`config.mk`:
```
export PLATFORM = sky130hd
export DESIGN_NAME = line_buffer
export DESIGN_NICKNAME = d
export VERILOG_FILES = /design/src/rtl/linebuf_pkg.sv /design/src/rtl/linebuf_mem.sv /design/src/rtl/line_buffer.sv
export SDC_FILE = /design/constraint.sdc
export NUM_CORES = 1
export LEC_CHECK = 0
export ABC_AREA = 1
export CORE_ASPECT_RATIO = 0.8
export CORE_MARGIN = 2
export CORE_UTILIZATION = 40
export CTS_BUF_LIST = sky130_fd_sc_hd__clkbuf_8 sky130_fd_sc_hd__clkbuf_16
export CTS_CLUSTER_SIZE = 24
export DETAILED_ROUTE_END_ITERATION = 6
export HOLD_SLACK_MARGIN = 0.05
export PLACE_DENSITY = 0.61
export SLEW_MARGIN = 20
export SYNTH_ARGS = -nofsm -noshare
export SYNTH_HDL_FRONTEND = slang
export SYNTH_SLANG_ARGS = --single-unit
```
`constraint.sdc`:
```
create_clock -name clk_i -period 4.2 [get_ports clk_i]
set_input_delay 0.84 -clock clk_i [delete_from_list [all_inputs] [get_ports clk_i]]
set_output_delay 0.84 -clock clk_i [all_outputs]
set_load 0.02 [all_outputs]
```
`src/rtl/linebuf_pkg.sv`:
```
// Shared types and character constants for the line buffer.
package linebuf_pkg;

    typedef enum logic [1:0] {
        S_CLEAR = 2'd0,
        S_FILL  = 2'd1,
        S_READY = 2'd2
    } state_e;

    localparam logic [7:0] ASCII_CR  = 8'd13;
    localparam logic [7:0] ASCII_LF  = 8'd10;
    localparam logic [7:0] ASCII_BS  = 8'd8;
    localparam logic [7:0] ASCII_DEL = 8'd127;
    localparam logic [7:0] ASCII_NUL = 8'd0;

endpackage

```
`src/rtl/linebuf_mem.sv`:
```
// Line storage: DEPTH x 8, one synchronous write port, one asynchronous read port.
module linebuf_mem #(
    parameter int unsigned DEPTH  = 32,
    parameter int unsigned ADDR_W = $clog2(DEPTH)
) (
    input  logic              clk_i,
    input  logic              we_i,
    input  logic [ADDR_W-1:0] waddr_i,
    input  logic [7:0]        wdata_i,
    input  logic [ADDR_W-1:0] raddr_i,
    output logic [7:0]        rdata_o
);

    logic [7:0] mem_q [DEPTH];

    always_ff @(posedge clk_i) begin
        if (we_i) begin
            mem_q[waddr_i] <= wdata_i;
        end
    end

    assign rdata_o = mem_q[raddr_i];

endmodule

```
`src/rtl/line_buffer.sv`:
```
// Edits a received byte stream into a zero-filled line buffer with backspace and termination.
// Optional echo output is enabled by defining LINEBUF_ECHO_EN.
module line_buffer
    import linebuf_pkg::*;
#(
    parameter int unsigned DEPTH  = 32,
    parameter int unsigned ADDR_W = $clog2(DEPTH)
) (
    input  logic              clk_i,
    input  logic              rst_i,
    input  logic [7:0]        rx_data_i,
    input  logic              rx_valid_i,
    output logic              rx_ready_o,
    input  logic [ADDR_W-1:0] rd_addr_i,
    output logic [7:0]        rd_data_o,
    output logic [ADDR_W:0]   line_len_o,
    output logic              line_ready_o,
    input  logic              line_ack_i,
    output logic              overflow_o,
    output logic [7:0]        echo_data_o,
    output logic              echo_valid_o
);

    localparam logic [ADDR_W-1:0] LastIdx = ADDR_W'(DEPTH - 1);

    state_e            state_q, state_d;
    logic [ADDR_W-1:0] clr_cnt_q, clr_cnt_d;
    logic [ADDR_W-1:0] wr_ptr_q, wr_ptr_d;
    logic              overflow_q, overflow_d;

    logic              mem_we;
    logic [ADDR_W-1:0] mem_waddr;
    logic [7:0]        mem_wdata;
    logic [7:0]        mem_rdata;

    always_comb begin
        state_d      = state_q;
        clr_cnt_d    = clr_cnt_q;
        wr_ptr_d     = wr_ptr_q;
        overflow_d   = overflow_q;
        mem_we       = 1'b0;
        mem_waddr    = clr_cnt_q;
        mem_wdata    = ASCII_NUL;
        rx_ready_o   = 1'b0;
        line_ready_o = 1'b0;

        unique case (state_q)
            S_CLEAR: begin
                mem_we    = 1'b1;
                clr_cnt_d = clr_cnt_q + 1'b1;
                if (clr_cnt_q == LastIdx) begin
                    state_d   = S_FILL;
                    wr_ptr_d  = '0;
                    clr_cnt_d = '0;
                end
            end
            S_FILL: begin
                rx_ready_o = 1'b1;
                if (rx_valid_i) begin
                    if (rx_data_i == ASCII_CR || rx_data_i == ASCII_LF) begin
                        state_d = S_READY;
                    end else if (rx_data_i == ASCII_BS || rx_data_i == ASCII_DEL) begin
                        if (wr_ptr_q != '0) begin
                            wr_ptr_d  = wr_ptr_q - 1'b1;
                            mem_we    = 1'b1;
                            mem_waddr = wr_ptr_q - 1'b1;
                        end
                    end else if (rx_data_i != ASCII_NUL) begin
                        // Last entry is reserved as the terminating zero.
                        if (wr_ptr_q < LastIdx) begin
                            wr_ptr_d  = wr_ptr_q + 1'b1;
                            mem_we    = 1'b1;
                            mem_waddr = wr_ptr_q;
                            mem_wdata = rx_data_i;
                        end else begin
                            overflow_d = 1'b1;
                        end
                    end
                end
            end
            S_READY: begin
                line_ready_o = 1'b1;
                if (line_ack_i) begin
                    state_d    = S_CLEAR;
                    clr_cnt_d  = '0;
                    overflow_d = 1'b0;
                end
            end
            default: state_d = S_CLEAR;
        endcase
    end

    always_ff @(posedge clk_i) begin
        if (rst_i) begin
            state_q    <= S_CLEAR;
            clr_cnt_q  <= '0;
            wr_ptr_q   <= '0;
            overflow_q <= 1'b0;
        end else begin
            state_q    <= state_d;
            clr_cnt_q  <= clr_cnt_d;
            wr_ptr_q   <= wr_ptr_d;
            overflow_q <= overflow_d;
        end
    end

    linebuf_mem #(
        .DEPTH  (DEPTH),
        .ADDR_W (ADDR_W)
    ) u_mem (
        .clk_i   (clk_i),
        .we_i    (mem_we),
        .waddr_i (mem_waddr),
        .wdata_i (mem_wdata),
        .raddr_i (rd_addr_i),
        .rdata_o (mem_rdata)
    );

    // Contents are stale until the clear pass completes.
    assign rd_data_o  = (state_q == S_CLEAR) ? 8'd0 : mem_rdata;
    assign line_len_o = {1'b0, wr_ptr_q};
    assign overflow_o = overflow_q;

`ifdef LINEBUF_ECHO_EN
    logic       echo_valid_d, echo_valid_q;
    logic [7:0] echo_data_d, echo_data_q;

    // Any buffer write in S_FILL is an edit; a zero write can only be a backspace.
    always_comb begin
        echo_valid_d = (state_q == S_FILL) && (mem_we || (state_d == S_READY));
        echo_data_d  = echo_data_q;
        if (echo_valid_d) begin
            if (state_d == S_READY) begin
                echo_data_d = ASCII_CR;
            end else if (mem_wdata == ASCII_NUL) begin
                echo_data_d = ASCII_BS;
            end else begin
                echo_data_d = mem_wdata;
            end
        end
    end

    always_ff @(posedge clk_i) begin
        if (rst_i) begin
            echo_valid_q <= 1'b0;
            echo_data_q  <= 8'd0;
        end else begin
            echo_valid_q <= echo_valid_d;
            echo_data_q  <= echo_data_d;
        end
    end

    assign echo_valid_o = echo_valid_q;
    assign echo_data_o  = echo_data_q;
`else
    assign echo_valid_o = 1'b0;
    assign echo_data_o  = 8'd0;
`endif

endmodule

```
# Word-level counts from Yosys, hierarchy flattened
# Memory sizes are Yosys's and may differ from the RTL's.
# Index checks and enable logic that the tools add are counted.
[op_classes]
addsub = 3
magnitude_cmp = 1
n_eq_ne = 18
n_mux = 48
n_reduce_logical = 12
[op_table]
columns = ["cell", "n"]
rows = [
  ["5-bit 2-to-1 mux", 16],
  ["8-bit 2-to-1 mux", 7],
  ["8-bit by 4-bit equality test with 1-bit output (second input constant)", 3],
  ["5-bit case mux with 2 select lines", 2],
  ["1-bit 2-to-1 mux", 16],
  ["2-bit != test (second input constant)", 8],
  ["7-bit AND reduction", 2],
  ["5-bit by 1-bit adder with 5-bit output (second input constant)", 2],
  ["3-bit != test (second input constant)", 3],
  ["8-bit by 7-bit equality test with 1-bit output (second input constant)", 1],
  ["2-bit 2-to-1 mux", 4],
  ["8-bit nonzero test", 1],
  ["2-bit case mux with 3 select lines", 1],
  ["2-bit nonzero test", 3],
  ["5-bit equality test (second input constant)", 1],
  ["5-bit < comparator (second input constant)", 1],
  ["5-bit nonzero test", 1],
  ["5-bit by 1-bit subtractor with 5-bit output (second input constant)", 1],
  ["1-bit case mux with 2 select lines", 2],
  ["4-bit AND reduction", 1],
  ["2-bit by 1-bit equality test with 1-bit output (second input constant)", 1],
  ["2-bit equality test (second input constant)", 1],
  ["2-bit zero test", 1],
  ["1-bit logical OR", 2],
  ["2-bit AND reduction", 1],
]
[word_totals]
reg_bits = 13
ram_bits = 256
output_inout_bits = 26
wordCells = 87
n_memories = 1
[mem_list]
columns = ["name", "depth", "width", "rd", "rd_ports_with_merged_regs", "wr", "line", "text"]
rows = [
  ["u_mem.mem_q", 32, 8, 1, 0, 1, "linebuf_mem.sv:14", "logic [7:0] mem_q [DEPTH];"],
]

# Logic depth before layout (Yosys ltp)
# Gate-level depths: netlist of the first run.
[depth]
depth_word = 9
ltp_mapped = 13
mapped_depth_nobuf = 13

# Cells and area by module
# Synthesis of the first run repeated with hierarchy kept, for this count alone.
[unflattened]
hier_cells = 1178
area_unflattened_um2 = 12132.9
[by_module_without_submodules]
columns = ["module", "n_inst", "cells_each", "area_each_um2", "seq_area_each_um2"]
rows = [
  ["linebuf_mem", 1, 914, 10626.4, 7687.4],
  ["line_buffer", 1, 264, 1506.4, 260.2],
]

# Least setup slack after synthesis of the first run
# OpenSTA, ideal clock, no wires.
[synth_timing]
kind = "in2reg"
from = "input port rx_data_i[0]"
to = "memory u_mem.mem_q[0][4] (data pin)"
setup_time_ns = 0.461
t_arrival_ns = 2.790
t_required_ns = 3.739
setup_slack_ns = 0.949
cell_stages = 7
path_cell_list = "nor2_2 nor2_1 nand2_1 nand2_4 nor2_8 inv_2 nor3b_1"
[synth_via]
elab_chain_cells = 6
[synth_rtl]
columns = ["element", "line", "text"]
rows = [
  ["start, declared", "line_buffer.sv:11", "input logic [7:0] rx_data_i,"],
  ["8-bit nonzero test, or another cell as far along", "line_buffer.sv:68", "end else if (rx_data_i != ASCII_NUL) begin"],
  ["8-bit 2-to-1 mux or 1-bit logical OR (tied branches)", "line_buffer.sv:68, line_buffer.sv:62", ""],
  ["8-bit 2-to-1 mux", "line_buffer.sv:62", "end else if (rx_data_i == ASCII_BS || rx_data_i == ASCII_DEL) begin"],
  ["8-bit 2-to-1 mux (*)", "line_buffer.sv:60", "if (rx_data_i == ASCII_CR || rx_data_i == ASCII_LF) begin"],
  ["8-bit 2-to-1 mux (*)", "line_buffer.sv:59", "if (rx_valid_i) begin"],
  ["8-bit 2-to-1 mux (*)", "line_buffer.sv:47", "unique case (state_q)"],
  ["named net mem_wdata[4]", "line_buffer.sv:33", "logic [7:0] mem_wdata;"],
  ["end, declared", "linebuf_mem.sv:14", ""],
]
# The timed path passes the listed nets; every way through them passes the cells marked *.

# Worst setup path after layout of the first run
[layout_timing]
from = "input port rd_addr_i[1]"
to = "output port rd_data_o[3]"
[layout_via]
elab_chain_cells = 2
[layout_rtl]
columns = ["element", "line", "text"]
rows = [
  ["start, declared", "line_buffer.sv:14", "input logic [ADDR_W-1:0] rd_addr_i,"],
  ["memory read 32 x 8 bit", "--", ""],
  ["8-bit 2-to-1 mux", "line_buffer.sv:120", "assign rd_data_o = (state_q == S_CLEAR) ? 8'd0 : mem_rdata;"],
  ["end, declared", "line_buffer.sv:15", "output logic [7:0] rd_data_o,"],
]
# No other way between the ends.

==> results of run 1 <==
## worst max-delay path: stages
cell and delay [ns]:
buf_2 0.14, buf_4 0.32, o21ai_0 0.18, o221ai_1 0.25, nand3_1 0.18, nand3_1 0.13, nand2_1 0.10, nor2_1 0.21
clkdlybuf4s50_1 0.65
## registers in the layout, indices dropped and copies added, names as in the netlist
signal,count
clr_cnt_q,5
overflow_o,1
state_q,2
wr_ptr_q,5
u_mem.mem_q,256
## layout make-up
cell class,count,area share (%)
sequential,269,59.1
multi-input combinational,626,24.2
timing repair buffer,90,6.13
clock buffer,27,5.03
tap,370,3.45
inverter,45,1.27
clock inverter,18,0.782
## synth_stat cells (13+ instances only)
library cell | number | area (um^2)
a21oi_1 | 13 | 65.1
nand3_1 | 56 | 280
clkbuf_1 | 39 | 146
o22ai_1 | 14 | 87.6
edfxtp_1 | 256 | 7690
nand2_1 | 68 | 255
nor2_1 | 207 | 777
inv_1 | 36 | 135
o221ai_1 | 50 | 438
buf_4 | 16 | 120
dfxtp_1 | 13 | 260
o21ai_0 | 148 | 741
## power groups by stage
stage	Sequential [mW]	Combinational (mW)	Clock (mW)
floorplan	2.99	0.197	0
global placement	2.99	0.313	0
detailed placement	2.99	0.314	0
CTS	2.94	0.316	2.21
global route	2.94	0.346	2.32
finish	2.94	0.316	2.18
## metrics by stage
step | cells | area, um^2 | utilization [%] | worst slack [ns] | total power, mW
floorplan | 1003 | 11600 | - | 0.949 | 3.19
global placement | 1400 | 12700 | 44.5 | 0.425 | 3.31
detailed placement | 1400 | 12700 | 44.5 | 0.423 | 3.31
CTS | 1445 | 13400 | 47.3 | 0.381 | 5.47
global route | 1445 | 13400 | 47.3 | 0.238 | 5.60
finish | 1445 | 13400 | 47.3 | 0.362 | 5.43
## metal layers
layer,global-route usage [%],part of all wire [%],up-vias
met2,30.4,46,255
met5,0,0,-
met4,5.27,2.3,0
met3,2.78,6.3,48
met1,27.4,45,3845
li1,-,-,3722
## cells by family (layout without fill, tap and decap cells)
family / Yosys count / in the layout
AOI/OAI and AO/OA: 232 / 232
other: 1 / 10
adders and majority gates: 5 / 5
buffers and inverters: 108 / 180
DFF: 269 / 269
and+or+nand+nor: 377 / 377
xor gates and xnor gates: 2 / 2
## worst max-delay path by stage
stage | cells after the start | slack, ns | endpoint | startpoint
4_1_cts | 9 | 0.38 | rd_data_o[3] | rd_addr_i[1]
2_1_floorplan | 7 | 0.95 | u_mem.mem_q[0][4]$_DFFE_PP_ | rx_data_i[0]
3_3_place_gp | 8 | 0.42 | rd_data_o[6] | rd_addr_i[2]
5_1_grt | 11 | 0.24 | rd_data_o[0] | rd_addr_i[1]
6_report | 9 | 0.36 | rd_data_o[3] | rd_addr_i[1]
3_5_place_dp | 8 | 0.42 | rd_data_o[7] | rd_addr_i[2]
==> flow_metrics.tcl, run 1 <==
set metrics [dict create \
    cap_violations 0 \
    die-width_um 194 \
    gp_congestion 0.831 \
    synth_cells 994 \
    synth-adder-area-share_pct 0.539 \
    initial_core_util_pct 40.9 \
    cts_max_level 1 \
    fin_skew_ns 0.00939 \
    numCtsBuffers 27 \
    combPwrFrac_pct 5.8 \
    setup_viol 0 \
    clockPowerShare_pct 40.2 \
    hold_path.class "flip-flop to flip-flop" \
    rows 55 \
    fin_crit_ns 3.84 \
    grt_pass1_vias 7613 \
    rrSetupSlack_ns 1.57 \
    tritoncts "done" \
    arrival_ns 3.00 \
    holdCritStartpoint "overflow_o$_SDFFE_PP0P_" \
    drive_above_1_share_pct 13.3 \
    routed_wl_mm 28.9 \
    hpwl_mm 17.6 \
    required_ns 3.36 \
    antenna_found_initial 0 \
    grt_usage_pct 19.1 \
    yosysWarnings 0 \
    cts_root_buffer "clkbuf_16" \
    die_h_um 156 \
    reg2reg_from "wr_ptr_q[0]$_SDFFE_PP0P_" \
    diodes 0 \
    avgSynthCellArea_um2 11.7 \
    syn_area_um2 11600 \
    seq_area_um2 7950 \
    p_sw_mw 1.19 \
    clock.fmax_mhz 261 \
    drc 0 \
    synth_compound_area_share_pct 11.9 \
    synth_top_family_by_area "simple AND/OR/NAND/NOR gates" \
    core_um2 28400 \
    status "finished clean" \
    grt_max_degree 72 \
    pwr-share-seq_pct 54.0 \
    layout_commonest_cell "edfxtp_1" \
    multiInputGateArea_um2 3250 \
    worstHoldPathCells 2 \
    area_growth_pct 15.7 \
    yosys.area_share.simple_pct 14.8 \
    finalCritPeriodShare_pct 91.4 \
    yosys-mux-area-fraction_pct 0 \
    rsz0062_at_grt "no" \
    vias 7870 \
    ir_worst_vdd_mv 0.334 \
    synth-edff-count 256 \
    avgRoutedWirePerCell_um 20.0 \
    worst-path-max-fanout 27 \
    clk-insertion-delay-late_ns 0.53 \
    holdBufCountCts 0 \
    start_kind "input pin" \
    cts.sinks 269 \
    die_area_um2 30400 \
    slew_viol_final 0 \
    worstSetupEndpointType "primary output" \
    synth_xor_area_share_pct 0.151 \
    relSlewSlack_pct 61.3 \
    switching_share_pct 22.0 \
    synth.distinct_cells 34 \
    hold_end "overflow_o$_SDFFE_PP0P_" \
    vias_per_cell 5.45 \
    cellLeakagePower_nw 4.33 \
    synth_flop_cell "edfxtp_1" \
    worstSetupPathType "input pin to primary output" \
    io_pins 43 \
    hold_viol_final 0 \
    grt_overflow_total 0 \
    synth_seq_cells 269 \
    post-cts-setup-buffers 0 \
    final_antenna_net_count 0 \
    synth_sequential_area_ratio_pct 68.4 \
    whs_ns 0.450 \
    grt_pass1_wl_mm 44.6 \
    timing.rr.end "u_mem.mem_q[25][0]$_DFFE_PP_" \
    cts_buffer_depth 3 \
    n_fill_cell 2599 \
    worstMarginPinSlew_ns 0.574 \
    first_iter_violations 831 \
    port_buffers 32 \
    final_cell_mix "256 x edfxtp_1, 206 x nor2_1, 148 x o21ai_0" \
    tns_ns 0 \
    p_int_mw 4.24 \
    powerDensity_nw_per_um2 404 \
    async_reset_ff_share_pct 0 \
    drtPass1Iterations 5 \
    cts_resized 0 \
    final_nets 1081 \
    clk_pin_slew_ns 0.06 \
    reg2reg_depth 12 \
]
Note: power is estimated with default switching activity, not from simulation.
==> run 2: changes to the inputs <==
--- a/config.mk
+++ b/config.mk
@@ -6,6 +6,4 @@
 export NUM_CORES = 1
 export LEC_CHECK = 0
-export ABC_AREA = 1
-export CORE_ASPECT_RATIO = 0.8
 export CORE_MARGIN = 2
 export CORE_UTILIZATION = 40
==> constraint.sdc (replaced) <==
create_clock -name clk_i -period 4.2 [get_ports clk_i]
set_input_delay 1.05 -clock clk_i [delete_from_list [all_inputs] [get_ports clk_i]]
set_output_delay 1.05 -clock clk_i [all_outputs]
set_load 0.02 [all_outputs]
==> flow_metrics.tcl, run 2 <==
set metrics [dict create \
    cts_root_buffer "clkbuf_16" \
    hold_path.class "flip-flop to flip-flop" \
    vias 5852 \
    vias_per_cell 5.44 \
    cts_buffer_depth 3 \
    final_cell_mix "256 x edfxtp_1, 80 x mux4_2, 57 x nor2_1" \
    slew_viol_final 0 \
    clock.fmax_mhz 243 \
    pre_cts_ws_ns -0.342 \
    cts_max_level 1 \
    async_reset_ff_share_pct 0 \
    avgSynthCellArea_um2 18.8 \
    timing.rr.end "u_mem.mem_q[6][4]$_DFFE_PP_" \
    die_area_um2 29300 \
    synth_cells 594 \
    reg2reg_from "wr_ptr_q[0]$_SDFFE_PP0P_" \
    yosysWarnings 0 \
    numCtsBuffers 28 \
    routed_wl_mm 24.8 \
    diodes 0 \
    syn_area_um2 11200 \
    synth.distinct_cells 53 \
    grt_max_degree 33 \
    gp_congestion 0.810 \
    drive_above_1_share_pct 28.1 \
    top_register "u_mem.mem_q" \
    final_antenna_net_count 0 \
    top_regs "u_mem.mem_q: 256 flops, clr_cnt_q: 5 flops, wr_ptr_q: 5 flops" \
    hpwl_mm 16.5 \
    rows 61 \
    die_h_um 171 \
    rrSetupSlack_ns 1.08 \
    yosys-top-cells-area "edfxtp_1 69%, mux4_2 16%, dfxtp_1 2.3%" \
    synth_sequential_area_ratio_pct 71.1 \
    clk-insertion-delay-late_ns 0.56 \
    synth-edff-count 256 \
    tritoncts "done" \
    grt_pass1_wl_mm 36.7 \
    grt_overflow_total 0 \
    cts.sinks 269 \
    drc 0 \
    powerDensity_nw_per_um2 406 \
    antenna_found_initial 0 \
    whs_ns 0.570 \
    reg2reg_depth 10 \
    rsz0062_at_grt "no" \
    io_pins 43 \
    core_um2 27600 \
    start_kind "input pin" \
    relSlewSlack_pct 31.4 \
    fin_skew_ns 0.0232 \
    status "finished clean" \
    finalWorstSetupSlack_ns 0.0824 \
    finalCritPeriodShare_pct 98.0 \
    synth_top_area_share_pct 68.7 \
    synth_seq_cells 269 \
    holdBufCountCts 0 \
    hold_viol_final 0 \
    fin_area_um2 13200 \
    clk_pin_slew_ns 0.06 \
    final_nets 703 \
    cap_violations 0 \
    grt_pass1_vias 5928 \
    worstSetupPathType "input pin to primary output" \
    port_buffers 32 \
    fin_crit_ns 4.12 \
    required_ns 3.15 \
    die-width_um 171 \
    synth.cells.most_frequent "256 x edfxtp_1, 80 x mux4_2, 57 x nor2_1" \
    arrival_ns 3.07 \
    holdCritStartpoint "clr_cnt_q[3]$_SDFFE_PP0P_" \
    largest_reg_flops 256 \
    worstHoldPathCells 2 \
    ir_worst_vdd_mv 0.296 \
    synth_flop_cell "edfxtp_1" \
    initial_core_util_pct 40.5 \
    first_iter_violations 467 \
    post-cts-setup-buffers 0 \
    worstSetupEndpointType "primary output" \
    setup_viol 0 \
    grt_usage_pct 17.0 \
    synth.most_common_cell "edfxtp_1" \
    worstMarginPinSlew_ns 1.03 \
    drtPass1Iterations 4 \
    tns_ns 0 \
    area_growth_pct 17.8 \
    synth_top_cell_by_area "edfxtp_1" \
    avgRoutedWirePerCell_um 23.0 \
    cellLeakagePower_nw 4.13 \
    worst-path-max-fanout 13 \
    layout_commonest_cell "edfxtp_1" \
    place_area_um2 12300 \
    hold_end "clr_cnt_q[3]$_SDFFE_PP0P_" \
]
## run 2: cell types whose count changed in the layout (fill, tap and decap cells not counted), moves of 11 or more
cell	previous run	this run
inv_1	42	17
mux4_2	0	80
nand2_1	68	11
nand3_1	56	9
nor2_1	206	57
o21ai_0	148	10
o221ai_1	50	0
o22ai_1	14	3
## run 2: power breakdown
part           total (mW)  internal (mW)  switching (mW)
Combinational       0.233          0.110           0.123
Clock                2.18           1.21           0.976
Sequential           2.93           2.92         0.00907
Total                5.35           4.24            1.11
## run 2: worst max path at each step
stage | cells past startpoint | from | slack, ns | to
floorplan | 6 | rd_addr_i[0] | 0.19 | rd_data_o[0]
global placement | 7 | rd_addr_i[0] | -0.34 | rd_data_o[4]
detailed placement | 7 | rd_addr_i[0] | -0.34 | rd_data_o[4]
CTS | 8 | rd_addr_i[0] | -0.005 | rd_data_o[7]
global route | 8 | rd_addr_i[0] | 0.02 | rd_data_o[2]
finish | 7 | rd_addr_i[0] | 0.08 | rd_data_o[4]
## run 2: final cells by class
class,instances,area (um^2)
multi-input combinational,288,3080
clock inverter,18,110
inverter,8,30.0
sequential,269,7950
fill,2360,14500
clock buffer,28,701
timing repair buffer,86,835
tap,378,473
## run 2: worst max-delay path, stage by stage
cell and delay, ns:
buf_4 0.19, buf_16 0.19, mux4_2 0.51, mux4_2 0.55
mux2i_4 0.20, nor2_1 0.06, clkdlybuf4s15_2 0.29
## run 2: kinds of logic (layout without fill, tap and decap cells)
| kind of cell | Yosys count | count (layout) | share of synthesized area [%] |
|---|---|---|---|
| and+or+nand+nor | 126 | 126 | 5.79 |
| xor gates and xnor gates | 1 | 1 | 0.0783 |
| muxes | 91 | 91 | 17.1 |
| buffers and inverters | 46 | 140 | 2.00 |
| AOI/OAI and AO/OA | 55 | 55 | 3.39 |
| other | 1 | 10 | 0.0335 |
| adders and majority gates | 5 | 5 | 0.559 |
| DFF | 269 | 269 | 71.1 |
## run 2: stage by stage
stage	power [mW]	utilization [%]	instances
3_5_place_dp	3.22	44.7	1028
6_report	5.35	47.7	1075
5_1_grt	5.51	47.7	1075
2_1_floorplan	3.13	-	603
3_3_place_gp	3.21	44.7	1028
4_1_cts	5.39	47.6	1074
## run 2: what timing repair did
action / CTS / global route
cloned: 0 / 1
pin swaps: 0 / 0
gates resized for setup: 17 / 12
setup endpoints to repair: 8 / 8
## run 2: routing by layer
| layer | share of wire [%] | wire, um | GRT usage, % | vias up |
|---|---|---|---|---|
| li1 | - | - | - | 2580 |
| met1 | 44 | 10900 | 23.9 | 3072 |
| met2 | 49 | 12200 | 27.9 | 173 |
| met3 | 5.1 | 1250 | 2.83 | 27 |
| met4 | 1.8 | 457 | 3.91 | 0 |
| met5 | 0 | 0 | 0 | - |
